## src/rtl/uart_rx_fifo_param.sv

```systemverilog
// UART receiver with configurable frame format, own bit timing, sticky error flags
// and a first-word-fall-through receive FIFO.
module uart_rx_fifo_param #(
    parameter int CLK_DIV    = 434,
    parameter int DATA_BITS  = 8,
    parameter int PARITY     = 0,
    parameter int STOP_BITS  = 1,
    parameter int FIFO_DEPTH = 16,
    parameter int AE_TH      = 1,
    localparam int AW        = $clog2(FIFO_DEPTH)
) (
    input  logic                 clk_in,
    input  logic                 rst,
    input  logic                 rx_serial_data,
    input  logic                 rd_en,
    input  logic                 err_clr,
    output logic [DATA_BITS-1:0] dout,
    output logic                 empty,
    output logic                 almost_empty,
    output logic                 full,
    output logic [AW:0]          count,
    output logic                 parity_err,
    output logic                 frame_err,
    output logic                 overrun
);

    localparam int CW   = $clog2(CLK_DIV + 1);
    localparam int CNTW = AW + 1;
    localparam logic [CW-1:0]   HALF_BIT  = CW'(CLK_DIV / 2);
    localparam logic [CW-1:0]   FULL_BIT  = CW'(CLK_DIV);
    localparam logic [3:0]      LAST_DATA = 4'(DATA_BITS - 1);
    localparam logic [3:0]      LAST_STOP = 4'(STOP_BITS - 1);
    localparam logic [CNTW-1:0] DEPTH_W   = CNTW'(FIFO_DEPTH);
    localparam logic [CNTW-1:0] AE_W      = CNTW'(AE_TH);

    typedef enum logic [2:0] {IDLE, START, DATA, PAR, STOP, WAIT_HI} state_t;

    state_t                 state, next_state;
    logic                   sync1, sync2, prev;
    logic                   fall, tick;
    logic [CW-1:0]          bit_timer;
    logic [3:0]             bit_idx;
    logic [DATA_BITS-1:0]   shift;
    logic                   par_bad, stop_bad;
    logic                   push_req, set_pe, set_fe, set_ov;
    logic                   do_push, do_pop;
    logic [AW-1:0]          wr_ptr, rd_ptr;
    logic [DATA_BITS-1:0]   mem [FIFO_DEPTH];

    assign fall = prev & ~sync2;
    assign tick = (bit_timer == CW'(1));

    // The synchroniser and edge register idle high so a line held low out of reset
    // only starts a frame through a genuine 1-to-0 step of the synchronised value.
    always_ff @(posedge clk_in or posedge rst) begin
        if (rst) begin
            sync1 <= 1'b1;
            sync2 <= 1'b1;
            prev  <= 1'b1;
        end else begin
            sync1 <= rx_serial_data;
            sync2 <= sync1;
            prev  <= sync2;
        end
    end

    always_ff @(posedge clk_in or posedge rst) begin
        if (rst) state <= IDLE;
        else     state <= next_state;
    end

    always_comb begin
        next_state = state;
        push_req   = 1'b0;
        set_pe     = 1'b0;
        set_fe     = 1'b0;
        case (state)
            IDLE:    if (fall) next_state = START;
            START:   if (tick) next_state = sync2 ? IDLE : DATA;
            DATA:    if (tick && bit_idx == LAST_DATA) next_state = (PARITY != 0) ? PAR : STOP;
            PAR:     if (tick) next_state = STOP;
            STOP: begin
                // Frame decision at the final stop sample; framing beats parity.
                if (tick && bit_idx == LAST_STOP) begin
                    if (stop_bad || !sync2) begin
                        set_fe     = 1'b1;
                        next_state = WAIT_HI;
                    end else if (par_bad) begin
                        set_pe     = 1'b1;
                        next_state = IDLE;
                    end else begin
                        push_req   = 1'b1;
                        next_state = IDLE;
                    end
                end
            end
            WAIT_HI: if (sync2) next_state = IDLE;
            default: next_state = IDLE;
        endcase
    end

    always_ff @(posedge clk_in or posedge rst) begin
        if (rst) begin
            bit_timer <= '0;
            bit_idx   <= '0;
            shift     <= '0;
            par_bad   <= 1'b0;
            stop_bad  <= 1'b0;
        end else if (state == IDLE) begin
            bit_idx  <= '0;
            par_bad  <= 1'b0;
            stop_bad <= 1'b0;
            if (fall) bit_timer <= HALF_BIT;
        end else if (state != WAIT_HI) begin
            bit_timer <= tick ? FULL_BIT : bit_timer - CW'(1);
            if (tick) begin
                if (state == DATA) begin
                    shift   <= {sync2, shift[DATA_BITS-1:1]};
                    bit_idx <= (bit_idx == LAST_DATA) ? 4'd0 : bit_idx + 4'd1;
                end else if (state == PAR) begin
                    par_bad <= (PARITY == 1) ? ~(^shift ^ sync2) : (^shift ^ sync2);
                end else if (state == STOP) begin
                    if (!sync2) stop_bad <= 1'b1;
                    bit_idx <= bit_idx + 4'd1;
                end
            end
        end
    end

    // A full FIFO still takes a byte when the consumer pops in the same cycle.
    assign do_pop  = rd_en & ~empty;
    assign do_push = push_req & (~full | rd_en);
    assign set_ov  = push_req & full & ~rd_en;

    always_ff @(posedge clk_in) begin
        if (do_push) mem[wr_ptr] <= shift;
    end

    always_ff @(posedge clk_in or posedge rst) begin
        if (rst) begin
            wr_ptr <= '0;
            rd_ptr <= '0;
            count  <= '0;
        end else begin
            if (do_push) wr_ptr <= wr_ptr + AW'(1);
            if (do_pop)  rd_ptr <= rd_ptr + AW'(1);
            case ({do_push, do_pop})
                2'b10:   count <= count + CNTW'(1);
                2'b01:   count <= count - CNTW'(1);
                default: count <= count;
            endcase
        end
    end

    assign empty        = (count == '0);
    assign full         = (count == DEPTH_W);
    assign almost_empty = (count <= AE_W);
    assign dout         = empty ? '0 : mem[rd_ptr];

    // Sticky flags; a new error in the clearing cycle survives the clear.
    always_ff @(posedge clk_in or posedge rst) begin
        if (rst) begin
            parity_err <= 1'b0;
            frame_err  <= 1'b0;
            overrun    <= 1'b0;
        end else begin
            parity_err <= set_pe | (parity_err & ~err_clr);
            frame_err  <= set_fe | (frame_err & ~err_clr);
            overrun    <= set_ov | (overrun & ~err_clr);
        end
    end

endmodule

```

## config.mk

```make
export PLATFORM = sky130hd
export DESIGN_NAME = uart_rx_fifo_param
export DESIGN_NICKNAME = d
export VERILOG_FILES = /design/src/rtl/uart_rx_fifo_param.sv
export SDC_FILE = /design/constraint.sdc
export NUM_CORES = 1
export LEC_CHECK = 0
export CELL_PAD_IN_SITES_DETAIL_PLACEMENT = 1
export CELL_PAD_IN_SITES_GLOBAL_PLACEMENT = 2
export CORE_ASPECT_RATIO = 0.7
export CORE_MARGIN = 5
export CORE_UTILIZATION = 45
export CTS_BUF_LIST = sky130_fd_sc_hd__clkbuf_4 sky130_fd_sc_hd__clkbuf_8
export DETAILED_ROUTE_END_ITERATION = 8
export PLACE_DENSITY = 0.86
export SLEW_MARGIN = 15
export SYNTH_ARGS = -nofsm -noshare
export SYNTH_HDL_FRONTEND = slang
export SYNTH_SLANG_ARGS = --single-unit
export TNS_END_PERCENT = 100
```

## constraint.sdc

```tcl
create_clock -name clk_in -period 5.07 [get_ports clk_in]
set_input_delay 0.7605 -clock clk_in [delete_from_list [all_inputs] [get_ports clk_in]]
set_output_delay 0.7605 -clock clk_in [all_outputs]
set_load 0.005 [all_outputs]
```

# Yosys cells after proc, flatten, opt, wreduce, memory -nomap -nowiden
# Memory sizes are Yosys's and may differ from the RTL's.
# Cells that the tools add are included.
# totals
regBits,45
mem_bits_rw,128
in_bits,5
output_inout_bits,19
word_cells,130
memories,1
# memory_table
name,words,word_bits,rd,rd_clocked_by_memory_dff,wr,line,rtl
mem,16,8,1,0,1,48,logic [DATA_BITS-1:0] mem [FIFO_DEPTH];
# op_classes
add_sub_neg,6
magnitude_cmp,1
eq_ne,21
n_mux,47
n_bitwise,19
n_reduce_logical,20
# ops
cell,n
$mux 9,4
$mux 4,7
$mux 1,25
$mux 3,7
$pmux 3 s6,1
$ne 2x2->1 const B,8
$add 4x1->4 const B,3
$reduce_and 4->1,3
$reduce_and 6->1,2
$pmux 5 s2,1
$reduce_bool 2->1,5
$eq 9x1->1 const B,1
$sub 9x1->9 const B,1
$and 1x1->1,8
$mux 8,1
$reduce_xor 8->1,1
$eq 3x2->1 const B,2
$eq 3x3->1 const B,2
$ne 3x3->1 const B,2
$not 1->1,6
$add 5x1->5 const B,1
$eq 5x5->1 const B,1
$le 5x1->1 const B,1
$logic_not 5->1,1
16 further kinds,20

# Depth between registers and ports, before layout
# logic_depth
ltp_word,8
depth_mapped,11

# Worst setup path after synthesis
# No wires, ideal clock.
# synth_timing
path_kind,register to register
startpoint,reg bit_timer[1]
endpoint,mem mem[0][0] (enable)
setup_ns,0.395
arrival_ns,2.340
setup_slack_ns,2.336
stages_incl_launch_ff,8
path_buffers,0
synth_period_minus_slack_ns,2.734
cell_sequence,dfrtp_1 > inv_1 > ha_1 > nor4b_4 > nand4_2 > nor3_4 > inv_2 > nor4_1
# synth_between
elab_chain_cells,7
# synth_rtl
element,line,rtl
"start, declared",41,logic [CW-1:0] bit_timer;
"start signal, assigned",115,bit_timer <= tick ? FULL_BIT : bit_timer - CW'(1);
$eq 9x1->1,51,assign tick = (bit_timer == CW'(1));
$logic_and 1x1->1,84,if (tick && bit_idx == LAST_STOP) begin
$mux 1,84,
$mux 1,77,case (state)
$and 1x1->1,132,assign do_push = push_req & (~full | rd_en);
$mux 1,136,if (do_push) mem[wr_ptr] <= shift;
$mux 1 (implied by the code),136,
"end, declared",48,
# Every way passes these cells.

# Final worst setup path
# layout_timing
startpoint,reg rd_ptr[0]
endpoint,out dout[5]
# layout_between
elab_chain_cells,2
# layout_rtl
element,line,rtl
"start, declared",47,"logic [AW-1:0] wr_ptr, rd_ptr;"
"start signal, assigned",146,if (do_pop) rd_ptr <= rd_ptr + AW'(1);
$mem_v2 16x8,n/a,
$mux 8,158,assign dout = empty ? '0 : mem[rd_ptr];
"end, declared",17,"output logic [DATA_BITS-1:0] dout,"
# Every way passes these cells.

==> impl_metrics.yaml <==
run_status:
  outcome: "completed"
sta:
  clock.fmax_mhz: 260
  worst_slack_ns: 1.22
  fin_crit_sh_pct: 76.0
  worst_pin_slew_ns: 1.07
  finalHoldViolCount: 0
  tns_ns: 0
  fin_skew_ns: 0.0242
  period_needed_ns: 3.85
  slew_viol_final: 0
  finalSetupViolCount: 0
  rsz0062_at_grt: "false"
  timing.slew.headroom_pct: 28.7
  hold_ws_ns: 0.364
routing:
  wl_per_cell_um: 22.7
  first_pass_iters: 5
  vias: 4079
  ant_nets: 0
  post_drt_via_cell_ratio: 5.69
  wl_mm: 16.3
  drcViolationCount: 0
  drtIter0Drc: 350
finish:
  drive_gt1_share_pct: 22.0
  finalNonFillerCells: 717
  n_fill_cell: 1558
  diodes: 0
  synthToLayoutAreaGrowth_pct: 11.7
  num-nets-final: 498
  final_util_pct: 51.2
critical_path:
  critical_path_class: "reg -> out"
  crit_buf_inv: 2
  critPathTopFamily: "multiplexers"
  max_stage_delay_ns: 0.61
  crit_arrival_ns: 3.09
  cp.required_ns: 4.31
  rrSetupSlack_ns: 1.89
  crit_top_cell: "mux4_2"
  end_kind: "output port"
  crit_slowest_cell: "mux4_2"
  critPathMaxFanout: 35
  path_cells: "buf_4 -> mux4_2 -> mux4_2 -> nor2b_1 -> clkdlybuf4s50_1"
  critPathLaunchType: "flop"
yosys:
  syn-instance-count: 449
  yosys-top-cells-area: "edfxtp_1 (51%), dfrtp_1 (14%), mux4_2 (12%)"
  syn_nets: 468
  async_reset_ff_share_pct: 26.0
  synth.distinct_cells: 59
  synth_top_area_share_pct: 51.4
  synth_ff_type: "edfxtp_1"
  avgSynthCellArea_sq_um: 16.7
  synth_edf_count: 128
  synth.most_common_cell: "edfxtp_1"
  synth_area_sq_um: 7480
  synth_commonest_cells: "edfxtp_1 (128), dfrtp_1 (42), mux4_2 (40), nor2_1 (18), nand2_1 (16)"
  synth_area_leader_cell: "edfxtp_1"
  yosysSeqAreaShare_pct: 66.5
  yosys_register_bits: 173
  yosys_warnings: 0
power_and_ir_drop:
  power_density_nw_per_um2: 451
  peakVddDrop_uv: 403
  leakagePower_uw: 0.00281
floorplan:
  die-area_sq_um: 19300
  start_util_pct: 45.9
  io_pins: 24
  die_y_um: 118
  core_area_sq_um: 16300
  rows: 39
  die_x_um: 164
global_route:
  grt_usage_pct: 17.9
  grt_pass1_vias: 4350
  grt-ovfl-total: 0
  grt_pass1_wl_mm: 25.9
  grt_max_degree: 46
  antenna_found_initial: 0
clock_network:
  cts_tree: "built"
  postCtsSetupBuffers: 0
  clkTransAtPathRegs_ns: 0.10
  cts_resized: 0
  clock-sinks: 173
  clockBufferDepth: 2
  cts_buffers: 17
  ctsHoldBuffers: 0
  cts_max_level: 4
  clk_latency_ns: 0.47
  cts-root-buf: "clkbuf_8"
hold_path:
  hold_path.class: "reg -> reg"
placement:
  gp_congestion: 0.723
  port_buffers: 23
  place_inst: 685
  place_ws_ns: 1.67
  hpwl_mm: 10.6
run:
  cap_violations: 0
cells by family (layout without fill, tap and decap cells):
group           Yosys count  in the layout  share of synthesized area (%)
xor+xnor                 19             19                           2.23
fa+ha+maj                14             14                           2.34
compound gates           52             52                           4.43
flops                   173            173                           66.5
simple gates            104            104                           8.62
buf+inv                  35             78                           2.04
mux                      52             52                           13.8
cell usage in the layout, fill, tap and decap left out, types with 3 or more instances in the layout:
cell,count
clkbuf_8,17
nand2b_1,4
xnor2_1,14
a21oi_1,14
nand3b_1,3
nor2b_1,12
dfstp_2,3
buf_4,7
inv_1,14
nand2_1,16
o21ai_0,15
nor4b_1,3
clkdlybuf4s50_1,23
dfrtp_1,41
clkinvlp_4,3
o2bb2ai_1,3
ha_1,14
and3_1,3
nand3_1,6
edfxtp_1,128
mux4_2,40
inv_6,3
nor4_1,6
and2_1,8
nor2_1,18
xor2_1,5
mux2_2,11
nor3_1,6
a21o_1,4
worst reg2reg max path, delay by kind of cell, from the launching register on:
kind	cells	cell delay [ns]
and+or+nand+nor	5	2.07
DFF	1	0.40
adders and majority gates	1	0.20
buffers and inverters	1	0.11
layout make-up:
class,instances,area [sq um],share of cell area (%)
tap,225,282,3.37
timing repair buffer,30,283,3.39
clock inverter,14,158,1.89
multi-input combinational,241,2350,28.2
inverter,16,60.1,0.719
sequential,173,4970,59.6
clock buffer,18,241,2.89
flip-flops by register name, indices dropped and copies added (netlist names):
signal	flops
bit_timer	9
count	5
par_bad	1
overrun	1
prev	1
mem	128
rd_ptr	4
stop_bad	1
parity_err	1
bit_idx	4
frame_err	1
state	3
sync1	1
sync2	1
shift	8
wr_ptr	4
per-layer routing:
metal | global-route usage [%] | vias to the layer above | wire [um] | part of all wire (%)
li1 | - | 1806 | - | -
met5 | 0 | - | 0 | 0
met3 | 3.99 | 15 | 866 | 5.3
met2 | 28.0 | 107 | 7920 | 49
met1 | 25.4 | 2151 | 7320 | 45
met4 | 5.24 | 0 | 164 | 1.0
worst paths after layout:
kind,from,to,depth (start not counted)
worst max-delay path,rd_ptr[0]$_DFFE_PP0P_,dout[5],5
worst min register to register,sync1$_DFF_PP1_,sync2$_DFF_PP1_,0
min in group asynchronous,rst,bit_timer[2]$_DFFE_PP0P_,2
worst max register to register,bit_timer[1]$_DFFE_PP0P_,mem[10][3]$_DFFE_PP_,7
max in group asynchronous,rst,rd_ptr[0]$_DFFE_PP0P_,2
worst min-delay path,sync1$_DFF_PP1_,sync2$_DFF_PP1_,0
stage by stage:
step,cell area (sq um),power [uW]
after CTS,8350,3800
after global routing,8350,3980
after global placement,7950,2770
final,8350,3770
after detailed placement,7950,2830
after floorplan,7480,2490
power by group:
part           internal, uW  switching [uW]
registers              1590             187
logic                   517             496
clock network           453             522
Power figures use the tool's default switching activity.
